## src/rtl/bus_xfer_ctrl_pkg.sv

```systemverilog
// Shared encodings and size defaults for the bus transfer controller.
package bus_xfer_ctrl_pkg;

    localparam int W_DEF    = 16;
    localparam int NREG_DEF = 8;

    typedef enum logic [1:0] {
        OP_MOVE  = 2'b00,
        OP_LOADI = 2'b01,
        OP_READ  = 2'b10,
        OP_RSVD  = 2'b11
    } op_e;

    typedef enum logic [1:0] {
        ST_IDLE  = 2'b00,
        ST_DRIVE = 2'b01,
        ST_LOAD  = 2'b10,
        ST_DONE  = 2'b11
    } state_e;

endpackage

```

## src/rtl/bus_xfer_ctrl_onehot_dec.sv

```systemverilog
// Index to one-hot decoder with enable; indices >= N decode to all zero.
module onehot_dec #(
    parameter int N  = 8,
    parameter int IW = 3
) (
    input  logic          en,
    input  logic [IW-1:0] idx,
    output logic [N-1:0]  y
);

    always_comb begin
        y = '0;
        for (int i = 0; i < N; i++) begin
            y[i] = en && (idx == IW'(i));
        end
    end

endmodule

```

## src/rtl/bus_xfer_ctrl.sv

```systemverilog
// Shared-bus transfer controller: sequences MOVE/LOADI/READ through
// drive and load phases and returns a single completion response.
module bus_xfer_ctrl
    import bus_xfer_ctrl_pkg::*;
#(
    parameter int W    = W_DEF,
    parameter int NREG = NREG_DEF,
    localparam int IW  = (NREG > 1) ? $clog2(NREG) : 1
) (
    input  logic            clk,
    input  logic            rst,
    input  logic            cmd_valid,
    output logic            cmd_ready,
    input  logic [1:0]      cmd_op,
    input  logic [IW-1:0]   cmd_src,
    input  logic [IW-1:0]   cmd_dst,
    input  logic [W-1:0]    cmd_imm,
    output logic [NREG-1:0] t_en,
    output logic [NREG-1:0] ld_en,
    output logic            imm_oe,
    output logic [W-1:0]    imm_out,
    input  logic [W-1:0]    bus_in,
    output logic            rsp_valid,
    input  logic            rsp_ready,
    output logic [W-1:0]    rsp_data,
    output logic            rsp_err
);

    state_e        state;
    op_e           op_q;
    logic [IW-1:0] src_q;
    logic [IW-1:0] dst_q;
    logic          t_act;
    logic          ld_act;

    op_e  op_in;
    logic src_bad;
    logic dst_bad;
    logic cmd_bad;

    assign op_in = op_e'(cmd_op);

    // Out-of-range indices only exist when NREG is not a power of two.
    if (NREG == (1 << IW)) begin : g_pow2
        assign src_bad = 1'b0;
        assign dst_bad = 1'b0;
    end else begin : g_npow2
        assign src_bad = (cmd_src >= IW'(NREG));
        assign dst_bad = (cmd_dst >= IW'(NREG));
    end

    assign cmd_bad = (op_in == OP_RSVD)
                  || ((op_in != OP_LOADI) && src_bad)
                  || ((op_in != OP_READ) && dst_bad);

    always_ff @(posedge clk) begin
        if (rst) begin
            state     <= ST_IDLE;
            op_q      <= OP_MOVE;
            src_q     <= '0;
            dst_q     <= '0;
            t_act     <= 1'b0;
            ld_act    <= 1'b0;
            imm_oe    <= 1'b0;
            imm_out   <= '0;
            rsp_valid <= 1'b0;
            rsp_data  <= '0;
            rsp_err   <= 1'b0;
            cmd_ready <= 1'b1;
        end else begin
            unique case (state)
                ST_IDLE: begin
                    if (cmd_valid && cmd_ready) begin
                        cmd_ready <= 1'b0;
                        op_q      <= op_in;
                        src_q     <= cmd_src;
                        dst_q     <= cmd_dst;
                        rsp_data  <= '0;
                        if (cmd_bad) begin
                            rsp_err   <= 1'b1;
                            rsp_valid <= 1'b1;
                            state     <= ST_DONE;
                        end else begin
                            rsp_err <= 1'b0;
                            t_act   <= (op_in != OP_LOADI);
                            imm_oe  <= (op_in == OP_LOADI);
                            imm_out <= (op_in == OP_LOADI) ? cmd_imm : '0;
                            state   <= ST_DRIVE;
                        end
                    end
                end
                ST_DRIVE: begin
                    ld_act <= (op_q != OP_READ);
                    state  <= ST_LOAD;
                end
                ST_LOAD: begin
                    t_act     <= 1'b0;
                    ld_act    <= 1'b0;
                    imm_oe    <= 1'b0;
                    imm_out   <= '0;
                    rsp_valid <= 1'b1;
                    if (op_q == OP_READ) begin
                        rsp_data <= bus_in;
                    end
                    state <= ST_DONE;
                end
                ST_DONE: begin
                    if (rsp_ready) begin
                        rsp_valid <= 1'b0;
                        cmd_ready <= 1'b1;
                        state     <= ST_IDLE;
                    end
                end
                default: state <= ST_IDLE;
            endcase
        end
    end

    onehot_dec #(.N(NREG), .IW(IW)) u_t_dec (
        .en  (t_act),
        .idx (src_q),
        .y   (t_en)
    );

    onehot_dec #(.N(NREG), .IW(IW)) u_ld_dec (
        .en  (ld_act),
        .idx (dst_q),
        .y   (ld_en)
    );

endmodule

```

## config.mk

```make
export PLATFORM = sky130hd
export DESIGN_NAME = bus_xfer_ctrl
export DESIGN_NICKNAME = d
export VERILOG_FILES = /design/src/rtl/bus_xfer_ctrl_pkg.sv /design/src/rtl/bus_xfer_ctrl_onehot_dec.sv /design/src/rtl/bus_xfer_ctrl.sv
export SDC_FILE = /design/constraint.sdc
export NUM_CORES = 1
export LEC_CHECK = 0
export CORE_MARGIN = 2
export CORE_UTILIZATION = 40
export CTS_CLUSTER_DIAMETER = 120
export DETAILED_ROUTE_END_ITERATION = 7
export GPL_ROUTABILITY_DRIVEN = 0
export GPL_TIMING_DRIVEN = 0
export PLACE_DENSITY = 0.85
export SETUP_SLACK_MARGIN = 0.1
export SYNTH_ARGS = -nofsm -noshare
export SYNTH_HDL_FRONTEND = slang
export SYNTH_SLANG_ARGS = --single-unit
```

## constraint.sdc

```tcl
create_clock -name clk -period 2.3 [get_ports clk]
set_input_delay 0.23 -clock clk [delete_from_list [all_inputs] [get_ports clk]]
set_output_delay 0.23 -clock clk [all_outputs]
set_load 0.01 [all_outputs]
```

### Yosys cells after proc, flatten, opt, wreduce, memory -nomap -nowiden

Index checks and enable logic that the tools add are counted.
Widths: inputs -> output; s select.

* equality and inequality tests: 27
* multiplexer cells: 26
* reductions and logical operators: 30

Operators with widths (count)
* $mux 16: 5
* $pmux 16 s2: 2
* $eq 3x3->1 const B: 8
* $logic_and 1x1->1: 17
* $eq 3x2->1 const B: 4
* $ne 2x2->1 const B: 6
* $mux 1: 10
* $reduce_and 3->1: 3
* $eq 2x2->1 const B: 4
* $pmux 1 s2: 4
* $pmux 2 s4: 1
* $eq 3x1->1 const B: 2
* $logic_not 3->1: 2
* $mux 2: 3
* $reduce_bool 2->1: 3
* $eq 2x1->1 const B: 2
* $reduce_and 2->1: 2
* $reduce_and 4->1: 1
* $pmux 1 s3: 1
* $reduce_bool 3->1: 1
* $logic_not 2->1: 1
* $ne 2x1->1 const B: 1

* flip-flop bits (word level): 48
* input bits: 44
* output and inout bits: 52
* logic and storage cells: 95

### Depth between registers and ports, before layout

* depth in word-level cells: 5
* mapped depth: 8
* depth with buffers taken out: 6

### Modules after synthesis

Synthesis repeated with hierarchy kept, for this count alone.

* cell total of the unflattened synthesis: 212
* area, all modules: 2021.9 µm²

By module, submodules not included
* bus_xfer_ctrl: times used 1, cells an instance 196, area each 1831.8 µm², sequential area each 960.9 µm²
* onehot_dec: times used 2, cells an instance 8, area each 95.1 µm², sequential area each 0.0 µm²

### Worst setup path before layout

OpenSTA, ideal clock, no wires.

* path type: reg-to-reg
* start: reg state[0]
* end: reg rsp_data[15]
* setup time: 0.128 ns
* arrival: 1.626 ns
* required time: 2.172 ns
* path slack: 0.546 ns
* cell stages (with the launch flop): 9
* path buffers: 2
* clock period less this slack: 1.754 ns
* cell sequence: dfxtp_1 inv_1 ha_1 buf_6 a21boi_2 a211o_1 buf_2 a22oi_1 nor2_1

* word-level cells in the longest chain between the ends: 3
* elaborated cells between the ends (all ways): 7
* those cells by class: 3 x eq/ne; 1 x mux; 3 x reduce/logical

RTL lines
* start, declared: RTL line bus_xfer_ctrl.sv:29 `state_e state;`
* start signal, assigned: RTL line bus_xfer_ctrl.sv:58 `state <= ST_IDLE;`
* start signal, assigned: RTL line bus_xfer_ctrl.sv:82 `state <= ST_DONE;`
* start signal, assigned: RTL line bus_xfer_ctrl.sv:88 `state <= ST_DRIVE;`
* $eq 2x2->1 or $logic_not 2->1 (tied branches): RTL line bus_xfer_ctrl.sv:71 `unique case (state)`
* $ne 2x2->1 (no source line) or $reduce_bool 2->1 (tied branches)
* $reduce_and 3->1 (no source line)
* end signal, assigned: RTL line bus_xfer_ctrl.sv:103 `rsp_data <= bus_in;`
* end, declared: RTL line bus_xfer_ctrl.sv:25 `output logic [W-1:0] rsp_data,`

Several ways; a longest one is shown, not always the timed one.
A chain may end at the register's enable or synchronous reset.

### Final worst setup path

* start: reg state[0]
* end: reg rsp_data[6]

Same word-level chain as after synthesis.

==> impl_metrics.ini <==
[global_routing]
overflow = 0
grt_usage = 0.189
grt_pass1_wl_mm = 8.12
antenna_found_initial = 0
grt_pass1_vias = 1772
grt_start_max_net_pins = 17

[hold_path]
hp-class = in -> reg

[logic_synthesis]
synth-seq-cells = 48
synth_nets = 272
netlist_instances = 222
post-synth-top-area-cell = dfxtp_1
ys_warn_count = 0
syn_area_per_cell_sq_um = 8.84
netlist_area_sq_um = 1960
ys_seq_area_frac = 0.489
netlist_top_cells_area = dfxtp_1 49%, a22oi_1 12%, nor2_1 11%
ys_types = 27
yosysTopAreaCellShare = 0.489

[clocking]
clk_latency_ns = 0.30
clockBufferDepth = 2
ctsHtreeMaxLevel = 2
cts_resized = 0
cts-root-buf = clkbuf_8
numCtsBuffers = 5
cts_tree = built
clkSinkCount = 48
path_clk_slew_ns = 0.09
postCtsSetupBuffers = 0
hold_buffers = 0

[sta]
report.final.slew_viol_count = 0
worst_slew_pin_slew_ns = 0.549
tns_ns = 0
period_share = 0.887
fmax_mhz = 490
maxSlewHeadroom = 0.632
whs_ns = 0.321
skew_ns = 0.00540
fin_crit_ns = 2.04
hold_violations = 0
setup_viol = 0
grt_setup_unrepaired = false

[worst_setup_path]
start_kind = register
cp-end-kind = register
path_cells = inv_1, ha_1, buf_6, a21boi_2, nor3b_2, buf_6, a22oi_1, nor2_1
slowest_stage = nor3b_2
cp.arrival_ns = 2.28
worstPathMaxFanout = 10
crit_required_ns = 2.54
cpPeakStageDelay_ns = 0.52
cpMostUsedCell = buf_6
crit_type = reg -> reg

[detailed_routing]
wl_mm = 5.10
routedWlPerCell_um = 13.0
drc = 0
firstDrtPassIters = 4
dr.first_iter.drc_count = 78
viasPerCell = 4.95
vias = 1936
drtAntennaViolNets = 0

[floorplan]
start_util = 0.416
die_h_um = 74.1
fp.dieArea_sq_um = 5480
coreArea_sq_um = 4720
io_pins = 96
die_w_um = 74.1
rows = 25

[placement]
dp.cells = 383
portBuffers = 94
post-dp-hpwl_mm = 3.81

[power_and_ir_drop]
powerDensity_nw_per_um2 = 804
peakVddDrop_v = 0.000437
p_leak_nw = 1.10

[final_layout]
num-nets-final = 373
drive_gt1_frac = 0.0586
area_growth_pct = 58.6
stdcell_count = 391
diodes = 0

[outcome]
status = finished, final reports clean

[job]
maxCapViolations = 0
-- Yosys cell counts --
master and count:
a2111oi_2 1, a211o_1 1, a211oi_1 2, a21boi_2 1, a21oi_1 13, a22oi_1 32
a311oi_1 1, a41oi_2 1, and3_1 1, buf_2 1, buf_4 1, buf_6 3
clkbuf_1 8, dfxtp_1 48, ha_1 6, inv_1 2, nand2_1 21, nand2b_1 9
nand3_1 1, nand3_2 1, nand3b_1 2, nor2_1 56, nor2b_1 2, nor3_1 5
nor3b_2 1, nor4b_4 1, o21bai_1 1
-- power breakdown --
group | internal, mW | switching (mW)
clock network | 0.328 | 0.298
logic | 0.406 | 0.460
registers | 0.925 | 0.0886
total | 1.66 | 0.846
-- layout by cell type (no fill, tap or decap) --
cell type | netlist | layout
clkbuf_8 | 0 | 5
buf_2 | 1 | 1
a2111oi_2 | 1 | 1
ha_1 | 6 | 6
clkdlybuf4s50_1 | 0 | 94
inv_6 | 0 | 1
a211o_1 | 1 | 1
nand3_1 | 1 | 1
a211oi_1 | 2 | 2
nor2b_1 | 2 | 2
buf_6 | 3 | 3
buf_4 | 1 | 1
nor3_1 | 5 | 5
nor4b_4 | 1 | 1
bufinv_16 | 0 | 1
inv_1 | 2 | 2
a311oi_1 | 1 | 1
nand2_1 | 21 | 21
nand2b_1 | 9 | 9
nand3_2 | 1 | 1
a21oi_1 | 13 | 13
nor3b_2 | 1 | 1
clkinvlp_4 | 0 | 1
a41oi_4 | 0 | 1
and3_1 | 1 | 1
nor2_1 | 56 | 56
o21bai_1 | 1 | 1
nand3b_1 | 2 | 2
a21boi_2 | 1 | 1
clkbuf_1 | 8 | 8
dfxtp_1 | 48 | 48
a22oi_1 | 32 | 32
-- per-stage QoR --
stage / util / total power [mW] / worst slack (ns) / instance area, sq um
after floorplan: - / 1.56 / 0.546 / 1960
after global placement: 0.633 / 1.86 / 0.316 / 2990
after detailed placement: 0.633 / 1.89 / 0.246 / 2990
after CTS: 0.657 / 2.51 / 0.216 / 3100
after global routing: 0.659 / 2.65 / 0.128 / 3110
final: 0.659 / 2.50 / 0.261 / 3110
-- registers in the layout, summed over array words and instances, names as in the netlist --
| register | flops |
|---|---|
| dst_q | 3 |
| src_q | 3 |
| imm_out | 16 |
| rsp_data | 16 |
| rsp_err | 1 |
| cmd_ready | 1 |
| ld_act | 1 |
| imm_oe | 1 |
| state | 2 |
| op_q | 2 |
| rsp_valid | 1 |
| t_act | 1 |
-- cell families after synthesis --
| logic type | share of synthesized area |
|---|---|
| simple gates | 0.232 |
| compound gates | 0.198 |
| fa+ha+maj | 0.0382 |
| flops | 0.489 |
| buf+inv | 0.0427 |
-- final cells by class --
class                           count  area, sq um
Timing Repair Buffer               94          941
Multi-Input combinational cell    159          930
Buffer                             13         76.3
Sequential cell                    48          961
Clock inverter                      3         46.3
Clock buffer                        5         68.8
Inverter                            2         7.51
Fill cell                         414         1610
Tap cell                           67         83.8
-- critical path: cells and delay by family, from the launching register on --
family | cells | cell delay [ns]
flops | 1 | 0.41
fa+ha+maj | 1 | 0.21
simple gates | 2 | 0.61
compound gates | 2 | 0.28
buf+inv | 3 | 0.47
-- routing by layer --
metal | vias up | wire length (um) | global-route usage
met5 | - | 0 | 0
met4 | 0 | 35 | 0.0384
met3 | 5 | 425 | 0.0664
met2 | 69 | 2470 | 0.319
met1 | 896 | 2170 | 0.235
li1 | 966 | - | -
-- worst paths after layout --
| check | startpoint | end | slack (ns) | cells past startpoint |
|---|---|---|---|---|
| worst max-delay path | state[0] | rsp_data[6] | 0.26 | 8 |
| worst min-delay path | rst | rsp_data[0] | 0.32 | 2 |
| worst max register to register | state[0] | rsp_data[6] | 0.26 | 8 |
| worst min register to register | op_q[0] | op_q[0] | 0.46 | 2 |
Power figures use the tool's default switching activity.
